==> config.mk <==
export PLATFORM = sky130hd
export DESIGN_NAME = ex38
export DESIGN_NICKNAME = d
export VERILOG_FILES = /design/src/rtl/ex38_pkg.sv /design/src/rtl/ex38_full_adder_bit.sv /design/src/rtl/ex38.sv
export SDC_FILE = /design/constraint.sdc
export NUM_CORES = 1
export LEC_CHECK = 0
export ABC_CLOCK_PERIOD_IN_PS = 3000
export CAP_MARGIN = 20
export CORE_AREA = 2 2 39 41
export DETAILED_ROUTE_END_ITERATION = 7
export DIE_AREA = 0 0 41 43
export PLACE_DENSITY_LB_ADDON = 0.1
export REMOVE_ABC_BUFFERS = 1
export SLEW_MARGIN = 20
export SYNTH_ARGS = -nofsm -noshare
export SYNTH_HDL_FRONTEND = slang
export SYNTH_HIERARCHICAL = 1
export SYNTH_SLANG_ARGS = --single-unit
==> constraint.sdc <==
create_clock -name clk -period 3 [get_ports clk]
set_input_delay 0.45 -clock clk [delete_from_list [all_inputs] [get_ports clk]]
set_output_delay 0.45 -clock clk [all_outputs]
set_load 0.02 [all_outputs]
==> src/rtl/ex38_pkg.sv <==
// Shared constants and the result record held by the ex38 register stage.
package ex38_pkg;

   localparam int unsigned DefaultWidth = 4;

   // Sized by the default width; the top keeps its WIDTH at this value.
   typedef struct packed {
      logic [DefaultWidth-1:0] sum;
      logic                    cout;
      logic                    ovf;
   } ex38_res_t;

endpackage

==> src/rtl/ex38_full_adder_bit.sv <==
// Single-bit full adder cell used as one stage of the ex38 ripple chain.
module full_adder_bit (
   input  logic a,
   input  logic b,
   input  logic cin,
   output logic s,
   output logic co
);

   assign s  = a ^ b ^ cin;
   assign co = (a & b) | (cin & (a ^ b));

endmodule

==> src/rtl/ex38.sv <==
// Ripple-carry adder with combinational outputs and an enabled, async-reset result register.
// Two's-complement overflow detection is built only when EX38_OVF_EN is defined.
module ex38
   import ex38_pkg::*;
#(
   parameter int unsigned WIDTH = DefaultWidth
) (
   input  logic             clk,
   input  logic             rst,
   input  logic [WIDTH-1:0] a,
   input  logic [WIDTH-1:0] b,
   input  logic             cin,
   input  logic             en,
   output logic [WIDTH-1:0] sum,
   output logic             cout,
   output logic [WIDTH-1:0] sum_q,
   output logic             cout_q,
   output logic             ovf,
   output logic             ovf_q
);

   logic [WIDTH:0] carry;
   ex38_res_t      res_d, res_q;

   assign carry[0] = cin;

   for (genvar i = 0; i < WIDTH; i++) begin : g_bit
      full_adder_bit u_fa (
         .a  (a[i]),
         .b  (b[i]),
         .cin(carry[i]),
         .s  (sum[i]),
         .co (carry[i+1])
      );
   end

   assign cout = carry[WIDTH];

`ifdef EX38_OVF_EN
   // Signed overflow: carry into the sign bit disagrees with carry out of it.
   assign ovf   = carry[WIDTH-1] ^ carry[WIDTH];
   assign ovf_q = res_q.ovf;
`else
   assign ovf   = 1'b0;
   assign ovf_q = 1'b0;
`endif

   always_comb begin
      res_d = res_q;
      if (en) begin
         res_d.sum  = sum;
         res_d.cout = cout;
         res_d.ovf  = ovf;
      end
   end

   always_ff @(posedge clk or posedge rst) begin
      if (rst) begin
         res_q <= '0;
      end else begin
         res_q <= res_d;
      end
   end

   assign sum_q  = res_q.sum;
   assign cout_q = res_q.cout;

endmodule

### Yosys cells after proc, flatten, opt, wreduce, memory -nomap -nowiden

Index checks and enable logic that the tools add are counted.
Widths: inputs -> output; s select.

* register bits after elaboration: 5

* bitwise logic cells: 20

Operator list (count)
* $and 1x1->1: 8
* $xor 1x1->1: 8
* $or 1x1->1: 4

### Longest topological paths before layout

Gate-level depths: netlist of the first run.

* word-level depth: 9
* depth in mapped cells: 5

### Cells and area by module

The synthesis of the first run kept the hierarchy.

Modules (own cells, without submodules)
* ex38: cells each 14, area an instance 203.9 µm², times used 1
* full_adder_bit: cells each 1, area an instance 20.0 µm², times used 4

### Worst setup path after synthesis of the first run

Ideal clock, no wire load.

* path kind: input to output
* from: input a[0]
* to: output sum[3]
* path slack: 0.308 ns
* path buffers: 0
* cell stages on the path: 4
* required time: 2.550 ns
* arrival: 2.242 ns
* cells stage by stage: fa_1 -> fa_1 -> fa_1 -> fa_1

* longest elaborated chain between the ends: 8

RTL lines
* start, declared: line ex38.sv:10 `input logic [WIDTH-1:0] a,`
* $xor 1x1->1: line ex38_full_adder_bit.sv:11 `assign co = (a & b) | (cin & (a ^ b));`
* $and 1x1->1: line ex38_full_adder_bit.sv:11
* $or 1x1->1 *: line ex38_full_adder_bit.sv:11
* $and 1x1->1 *: line ex38_full_adder_bit.sv:11
* $or 1x1->1 *: line ex38_full_adder_bit.sv:11
* named net carry[2]: line ex38.sv:22 `logic [WIDTH:0] carry;`
* $and 1x1->1 *: line ex38_full_adder_bit.sv:11
* $or 1x1->1 *: line ex38_full_adder_bit.sv:11
* named net carry[3]: line ex38.sv:22
* $xor 1x1->1 *: line ex38_full_adder_bit.sv:10 `assign s = a ^ b ^ cin;`
* end, declared: line ex38.sv:14 `output logic [WIDTH-1:0] sum,`

The timed path passes the listed nets; every way through them passes the cells marked *.

### Final worst setup path of the first run

* from: input cin
* to: output sum[3]

* longest elaborated chain between the ends: 7

RTL lines
* start, declared: line ex38.sv:12 `input logic cin,`
* $and 1x1->1: line ex38_full_adder_bit.sv:11
* $or 1x1->1: line ex38_full_adder_bit.sv:11
* named net carry[1]: line ex38.sv:22
* $and 1x1->1: line ex38_full_adder_bit.sv:11
* $or 1x1->1: line ex38_full_adder_bit.sv:11
* named net carry[2]: line ex38.sv:22
* $and 1x1->1: line ex38_full_adder_bit.sv:11
* $or 1x1->1: line ex38_full_adder_bit.sv:11
* named net carry[3]: line ex38.sv:22
* $xor 1x1->1: line ex38_full_adder_bit.sv:10

The timed path passes the listed nets, and every way through them passes these cells.

==> results of run 1 <==
[layer usage]
metal  share of wire, %  wire [µm]  up-vias
li1                   -          -      102
met1                 40        237       96
met2                 53        312        8
met3                7.3         43        0
met4                  0          0        0
met5                  0          0        -
[cell type report]
type / instances / area, µm²
inverters: 1 / 3.75
clock buffers: 4 / 26.3
well taps: 16 / 20.0
flip-flops and latches: 5 / 125
repair buffers: 21 / 201
multi-input cells: 11 / 151
fillers: 139 / 856
[registers in the layout (all words and copies together) (netlist names)]
name    count
cout_q      1
sum_q       4
[through the flow]
stage | std cells | total power [W] | util [%] | setup TNS (ns)
final | 58 | 0.000296 | 38.2 | 0
after global placement | 54 | 0.000223 | 36.3 | -1.47
after floorplan | 17 | 0.000156 | - | 0
after detailed placement | 54 | 0.000223 | 36.3 | -1.44
after CTS | 58 | 0.000303 | 38.2 | 0
after global routing | 58 | 0.000316 | 38.2 | 0
[where the power goes]
part	switching [W]	leakage [nW]	total, W	internal (W)
Sequential	0.00000639	0.0585	0.0000883	0.0000820
Clock	0.0000266	0.0150	0.0000768	0.0000502
Combinational	0.0000609	0.148	0.000131	0.0000697
Total	0.0000938	0.221	0.000296	0.000202
[worst paths after layout]
| check | cells after the start | to | slack (ns) |
|---|---|---|---|
| min in group clk | 1 | sum_q[1] | 0.50 |
| worst min-delay path | 2 | sum_q[3] | 0.42 |
| max in group asynchronous | 2 | sum_q[2] | 2.41 |
| worst max-delay path | 6 | sum[3] | 0.09 |
| worst max register to register | 1 | sum_q[2] | 2.26 |
| worst min register to register | 1 | sum_q[1] | 0.50 |
[logic make-up after synthesis]
group / count (synthesis) / share of synthesized area (%)
buffers and inverters: 3 / 6.61
DFF: 5 / 44.1
muxes: 5 / 19.8
other: 1 / 1.32
adders and majority gates: 4 / 28.2
[cells in the mapped netlist, drive strengths merged]
library cell and count:
mux2 5, buf 2, conb 1, fa 4, dfrtp 5, inv 1
[worst max-delay path: stages]
cell	delay, ns
sky130_fd_sc_hd__dlygate4sd2_1	0.26
sky130_fd_sc_hd__fa_2	0.38
sky130_fd_sc_hd__fa_2	0.35
sky130_fd_sc_hd__fa_2	0.37
sky130_fd_sc_hd__fa_1	0.53
sky130_fd_sc_hd__buf_6	0.13
[placed cells by master (no fill, tap or decap)]
| cell type | n |
|---|---|
| sky130_fd_sc_hd__fa_1 | 1 |
| sky130_fd_sc_hd__buf_2 | 1 |
| sky130_fd_sc_hd__mux2_2 | 5 |
| sky130_fd_sc_hd__dfrtp_1 | 5 |
| sky130_fd_sc_hd__inv_1 | 1 |
| sky130_fd_sc_hd__clkdlybuf4s50_1 | 15 |
| sky130_fd_sc_hd__buf_6 | 1 |
| sky130_fd_sc_hd__fa_2 | 3 |
| sky130_fd_sc_hd__dlygate4sd2_1 | 4 |
| sky130_fd_sc_hd__conb_1 | 2 |
| sky130_fd_sc_hd__clkbuf_4 | 3 |
| sky130_fd_sc_hd__clkbuf_1 | 1 |
[repair_timing]
action	in CTS	in global routing
gates cloned	0	0
setup endpoints to repair	3	1
gates resized for setup	17	0
pin swaps	4	2
buffers inserted	0	0
==> parameters.txt, run 1 <==
Parameter                              Value

Outcome
  Outcome ... completed

Finish
  Post-synthesis to final-layout area growth ... 85.9%
  Area of all placed cells without fillers ... 528 µm²
  Fraction of layout cells with a size suffix above 1 ... 31.0%
  Final antenna diode count ... 0
  Nets ... 59

STA
  Smallest hold slack ... 0.418 ns
  Final worst-path cycle share ... 97.1%
  Setup repair after global routing missed its margin ... no
  Final setup viols ... 0
  Setup slack after layout ... 0.0856 ns
  Count of final hold-check violations ... 0
  Highest attainable clock frequency ... 343 MHz
  Worst setup skew after layout ... 0 ns
  Count of final max-slew check failures ... 0
  Clock period minus final worst setup slack ... 2.91 ns

Global route
  Vias in the first global route ... 220
  Met1 track utilization from global routing ... 11.3%
  Largest net degree at the start of global routing ... 6
  Global-route track usage on met2 ... 12.5%
  Total global routing track utilization ... 8.71%
  Initial antenna violation count ... 0
  Busiest grt layer ... met2
  Global routing usage on met3 ... 6.28%
  Overflow left after global routing ... 0
  Wire length of the first global-routing pass ... 993 µm

Clock network
  Max Buffers Root-to-Sink ... 2
  Clock sinks ... 5
  Clock network latency to the later pin of the worst-skew pair ... 0.24 ns
  Library cell used as clock root buffer ... sky130_fd_sc_hd__clkbuf_4
  Clock tree from TritonCTS ... built
  Post-CTS clock slew at the launch and capture registers of the worst setup and hold paths ... 0.04 ns
  Hold buffer count at CTS ... 0
  Number of H-tree levels ... 1
  CTS Buf Count ... 3

Yosys
  Cell area after technology mapping ... 284 µm²
  Cell type contributing the most total cell area after synthesis ... sky130_fd_sc_hd__dfrtp_1
  Dominant cells by area after synthesis ... sky130_fd_sc_hd__dfrtp_1 (44%), sky130_fd_sc_hd__fa_1 (28%), sky130_fd_sc_hd__mux2_2 (20%)
  Number of unique standard cell types used by synthesis ... 6
  Number of synthesis warnings ... 6
  Proportion of netlist area held by the largest area contributor ... 44.1%
  Seq/Total Area, Yosys ... between 40 and 50%
  Synth Register Bits ... 5
  Synthesized area per cell ... 15.8 µm²
  Number of instances in the synthesized netlist ... 18

Route
  Number of DRC violations after detailed routing ... 0
  Ratio of routed vias to standard cells ... 3.55
  Number of iterations in the first detailed-routing pass ... 2
  Via count of the routed design ... 206
  Total Wirelength ... 593 µm
  Post-route ant nets ... 0
  DRC violation total after the first TritonRoute iteration ... 1
  WL/cell ... 10.2 µm

Flow run
  Reported max-cap violation count ... 0

Placement
  Worst setup slack before clock tree synthesis ... -0.672 ns
  Placed standard-cell area ... 503 µm²
  Detailed placement HPWL ... roughly 500 µm
  RePlAce Congestion ... 0.599
  Count of input and output buffers ... 21

Die
  Boundary Pins ... 24
  Height of the chip ... 43 µm
  Initial Util ... 20.5%
  Die Area ... 1760 µm²
  Floorplan die width ... 41 µm
  Core Box Area ... 1380 µm²
  Rows ... 14

Pwr
  PD cells ... about 560 nW/µm²
  Maximum ir drop on the vdd rail ... 0.311 mV
  Total leakage power ... about 0.22 nW

Setup path
  Required time of the critical path ... 2.55 ns
  Crit Path Max Fanout ... 2
  Element type at the critical path end ... output pin
  Data arrival time at the worst-slack endpoint ... 2.46 ns
  Critical Path Source ... cin
  Startpoint Class ... input pin
  WS Path Type ... input pin to output pin
  Worst r2r src ... sum_q[2]

Min path
  Type of the most critical hold path ... input pin to async pin
(Power assumes the default switching activity.)
==> inputs of run 2 (changes only) <==
--- a/config.mk
+++ b/config.mk
@@ -12,6 +12,7 @@
 export DIE_AREA = 0 0 41 43
 export PLACE_DENSITY_LB_ADDON = 0.1
 export REMOVE_ABC_BUFFERS = 1
+export SETUP_SLACK_MARGIN = 0.5
 export SLEW_MARGIN = 20
 export SYNTH_ARGS = -nofsm -noshare
 export SYNTH_HDL_FRONTEND = slang
==> run 2 against run 1 <==
Register-to-register slack about the same. First-iteration DRC count unchanged. Worst setup slack better by 0.20 ns. Via count unchanged. Routed wire length up 0.17%. Non-clock buffer count unchanged. Sequential cell count unchanged. Final cell count unchanged. Clock power about the same. Critical path depth unchanged.
==> parameters.txt, run 2 (synthesized netlist as in run 1, its figures left out) <==
Parameter                              Value

Placement
  RePlAce Congestion ... 0.599 (unchanged)
  Count of input and output buffers ... 21 (unchanged)
  Detailed placement HPWL ... 502 µm (unchanged)
  Worst setup slack before clock tree synthesis ... -0.672 ns (unchanged)

Min path
  Type of the most critical hold path ... input pin to async pin

Pwr
  Final Power ... 0.000293 W (-0.83%)
  Maximum ir drop on the vdd rail ... 0.311 mV (about the same)
  Total leakage power ... 0.232 nW (+4.9%)
  PD cells ... 558 nW/µm² (-0.36%)

Route
  Post-route ant nets ... 0 (unchanged)
  WL/cell ... 10.2 µm (+0.17%)
  Via count of the routed design ... 206 (unchanged)
  Total Wirelength ... 594 µm (+0.17%)
  Number of iterations in the first detailed-routing pass ... 2 (unchanged)
  Number of DRC violations after detailed routing ... 0 (unchanged)
  DRC violation total after the first TritonRoute iteration ... 1 (unchanged)
  Ratio of routed vias to standard cells ... 3.55 (unchanged)

Setup path
  Data arrival time at the worst-slack endpoint ... 2.26 ns (-0.20 ns)
  Crit Path Max Fanout ... 2 (unchanged)
  Worst r2r src ... sum_q[2]
  WS Path Type ... input pin to output pin
  Slack of the worst reg-to-reg path ... 2.26 ns (about the same)
  Element type at the critical path end ... output pin
  Critical R2R Capture ... sum_q[2]
  Startpoint Class ... input pin
  Worst-case reg-to-reg path depth ... 1 (unchanged)
  Required time of the critical path ... 2.55 ns (about the same)

Clock network
  Clock tree from TritonCTS ... built
  Clock sinks ... 5 (unchanged)
  Max Buffers Root-to-Sink ... 2 (unchanged)
  Post-CTS clock slew at the launch and capture registers of the worst setup and hold paths ... 0.04 ns (about the same)
  Library cell used as clock root buffer ... sky130_fd_sc_hd__clkbuf_4
  Number of buffers added for setup after CTS ... 0 (unchanged)
  Clock network latency to the later pin of the worst-skew pair ... 0.24 ns (about the same)
  CTS Buf Count ... 3 (unchanged)
  Number of H-tree levels ... 1 (unchanged)

Die
  Boundary Pins ... 24 (unchanged)
  Die Area ... 1760 µm² (unchanged)
  Floorplan die width ... 41 µm (unchanged)
  Core Box Area ... 1380 µm² (unchanged)
  Height of the chip ... 43 µm (unchanged)
  Initial Util ... 20.5% (unchanged)
  Rows ... 14 (unchanged)

Global route
  Initial antenna violation count ... 0 (unchanged)
  Wire length of the first global-routing pass ... 1020 µm (+2.8%)
  Overflow left after global routing ... 0 (unchanged)
  Largest net degree at the start of global routing ... 6 (unchanged)
  Total global routing track utilization ... 8.92% (+0.20 points)
  Vias in the first global route ... 219 (-0.45%)

Finish
  Final antenna diode count ... 0 (unchanged)
  Most common cell after layout, fill and taps aside ... sky130_fd_sc_hd__clkdlybuf4s50_1
  Fraction of layout cells with a size suffix above 1 ... 40.5% (+9.5 points)
  Nets ... 59 (unchanged)
  Post-synthesis to final-layout area growth ... 85.0%
  Number of flip-flops in the largest register ... 4 (unchanged)
  Most frequent cells in the layout ... sky130_fd_sc_hd__clkdlybuf4s50_1 (12), sky130_fd_sc_hd__mux2_2 (5), sky130_fd_sc_hd__dfrtp_1 (5)

STA
  Count of final hold-check violations ... 0 (unchanged)
  Highest attainable clock frequency ... 369 MHz (+7.4%)
  Setup slack after layout ... 0.286 ns (+0.201 ns)
  Count of final max-slew check failures ... 0 (unchanged)
  Setup TNS ... 0 ns (unchanged)
  Setup repair after global routing missed its margin ... yes
  Smallest hold slack ... 0.418 ns (-0.0000400 ns)
  Final setup viols ... 0 (unchanged)
  Clock period minus final worst setup slack ... 2.71 ns (-0.201 ns)
  Worst setup skew after layout ... 0 ns (unchanged)
  Final worst-path cycle share ... 90.5% (-6.7 points)

Outcome
  Outcome ... completed

Flow run
  Reported max-cap violation count ... 0 (unchanged)
run 2: cell types whose count changed in the layout (fill, tap and decap cells not counted), sizes merged:
cell and change:
buf +4, clkdlybuf4s50 -3, dlygate4sd2 -2, dlymetal6s2s +1
run 2: worst max path at each step:
stage	to	slack, ns	cells past startpoint	start
detailed placement	sum[3]	-0.67	6	a[0]
global placement	sum[3]	-0.68	6	a[0]
floorplan	sum[3]	0.31	4	a[0]
global route	sum[3]	0.24	6	a[0]
CTS	sum[3]	0.19	6	cin
finish	sum[3]	0.29	6	a[0]
run 2: area by class of cell:
type                    count  area [µm²]
multi-input cells          11         151
well taps                  16        20.0
flip-flops and latches      5         125
repair buffers             21         199
clock buffers               4        26.3
inverters                   1        3.75
fillers                   139         858
run 2: worst max-delay path, stage by stage:
cell	delay (ns)
sky130_fd_sc_hd__buf_6	0.09
sky130_fd_sc_hd__fa_2	0.37
sky130_fd_sc_hd__fa_2	0.34
sky130_fd_sc_hd__fa_2	0.35
sky130_fd_sc_hd__fa_1	0.53
sky130_fd_sc_hd__buf_6	0.13
run 2: per-stage QoR:
| stage | instance area [µm²] | util (%) | cells |
|---|---|---|---|
| floorplan | 273 | - | 17 |
| global placement | 503 | 36.3 | 54 |
| detailed placement | 503 | 36.3 | 54 |
| CTS | 517 | 37.3 | 58 |
| global route | 526 | 38.0 | 58 |
| finish | 526 | 38.0 | 58 |
run 2: layer usage:
layer / part of all wire (%) / track usage (%)
met5: 0 / 0
met4: 0 / 0
met3: 7.2 / 6.28
met2: 53 / 12.5
met1: 40 / 11.9
run 2: power by group:
part / switching (W) / leakage [nW] / internal [W]
logic: 0.0000607 / 0.159 / 0.0000674
registers: 0.00000639 / 0.0585 / 0.0000820
clock network: 0.0000266 / 0.0150 / 0.0000502
run 2: repair_timing:
item                                    4_1_cts  5_1_grt
resized for setup                            32        2
endpoints found under the setup margin        6        3
pin swaps                                     4        4
gates cloned                                  0        0
hold buffers                                  0        0
==> patch, RTL diff (settings of run 1) <==
The package constant `DefaultWidth` goes from 4 to 6.
--- a/src/rtl/ex38_pkg.sv
+++ b/src/rtl/ex38_pkg.sv
@@ -1,7 +1,7 @@
 // Shared constants and the result record held by the ex38 register stage.
 package ex38_pkg;
 
-   localparam int unsigned DefaultWidth = 4;
+   localparam int unsigned DefaultWidth = 6;
 
    // Sized by the default width; the top keeps its WIDTH at this value.
    typedef struct packed {
Ports: changed (resized a, b, sum and sum_q); port bits go from 24 to 32. No check against the original RTL was run, so the function may have changed too.
==> patch against run 1 <==
The flow now finishes with violations (setup timing). Total power up 44%. Hold slack better by 26 ps. Critical endpoint is now sum[5]. Setup slack worse by 510 ps. Via count grew 50%. Highest routed layer unchanged. Maximum frequency fell by 15%. Non-clock buffer count is 8 higher. Core utilization rose by 17 points. Largest cell class unchanged. First-iteration DRC count decreased by 100%. Sequential cell count increased by 2. Area after synthesis up 53%. Combinational power grew 64%. Final area increased by 44%. Routed wire length up 61%.
==> patch: results (changes against run 1) <==
- Status: finished with violations
- Failing checks: setup timing
- GRT Total Usage: 12.6% (+3.9 points)
- Final setup fails: 3 (+3)
- PnR worst setup slack: -427 ps (-512 ps)
- Max reg flops: 6 (+2)
- Most common library cells after synthesis: 7 x dfrtp_1, 7 x mux2_4, 6 x fa_1
- Synth area leaders: dfrtp_1 40%, fa_1 28%, mux2_4 24%
- DR pass1 iterations: 1 (-1)
- First-pass GRT wire length: 1.46 mm (+47%)
- Leakage power: 0.338 nW (+53%)
- Avg WL per Cell: 13.3 µm (+30%)
- Max VDD drop: 0.278 mV (-10%)
- Placer Congestion: 0.689 (+15%)
- Register area share after synthesis: 40.3% (-3.7 points)
- FILL cells: 124 (-11%)
- Share of cells above drive strength 1: 39.3% (+8.3 points)
- Worst EP arrival: 2980 ps (+520 ps)
- Routed vias: 309 (+50%)
- Largest net degree at the start of global routing: 8 (+2)
- Post-synth cell types: 7 (+1)
- Switch Pwr: 0.139 mW (+48%)
- Final clock skew: 0 ps (unchanged)
- Final HPWL DP: 785 µm (+56%)
- Vias in the first global route: 329 (+50%)
- Port Buffers: 29 (+38%)
[patch: cell type report]
type	instances	share of cell area, %
repair buffers	29	38.1
well taps	16	2.64
multi-input cells	15	32.3
flip-flops and latches	7	23.1
inverters	1	0.494
clock buffers	4	3.46
[patch: worst paths after layout]
path / startpoint / endpoint / slack (ps)
max in group asynchronous: rst / sum_q[0] / 2340
hold / removal: rst / sum_q[5] / 440
hold reg to reg: sum_q[3] / sum_q[3] / 500
min in group clk: sum_q[3] / sum_q[3] / 500
setup / recovery: a[0] / sum[5] / -430
setup reg to reg: sum_q[2] / sum_q[2] / 2230
[patch: layer usage]
metal	share of wire, %	track usage [%]	up-vias
met4	0	2.00	0
met2	55	20.6	17
met1	36	15.0	152
met5	0	0	-
li1	-	-	140
met3	9.2	5.24	0
[patch: worst max-delay path: stages]
cell	delay (ps)
buf_6	90
fa_2	380
fa_2	340
fa_2	350
fa_2	350
fa_2	360
fa_1	530
buf_6	130
[patch: through the flow]
| step | TNS (ps) | cells | hold WS, ps | worst slack (ps) | instance area (µm²) |
|---|---|---|---|---|---|
| after floorplan | -1500 | 23 | 253 | -456 | 412 |
| after global placement | -6580 | 68 | 495 | -1470 | 722 |
| after detailed placement | -6910 | 68 | 491 | -1510 | 722 |
| after CTS | -1380 | 72 | 445 | -585 | 751 |
| after global routing | -1030 | 72 | 458 | -485 | 759 |
| final | -844 | 72 | 444 | -427 | 759 |
[patch: cells by family (layout without fill, tap and decap cells)]
kind of cell  Yosys count  in the layout  synth area share [%]
other cells             1              2                 0.864
buf+inv                 4             34                  6.91
mux                     7              7                  24.2
flops                   7              7                  40.3
fa+ha+maj               6              6                  27.7
[patch: power by group through the flow]
stage          sequential (mW)  combinational, mW  clock [mW]
5_1_grt                  0.128              0.228      0.0966
2_1_floorplan            0.154             0.0846           0
4_1_cts                  0.127              0.218      0.0898
3_3_place_gp             0.128              0.210           0
3_5_place_dp             0.128              0.213           0
6_report                 0.127              0.215      0.0845
[patch: repair_timing]
action,CTS,global route
setup endpoints to repair,8,6
gates resized for setup,37,2
gates cloned,0,0
pin swaps,6,6
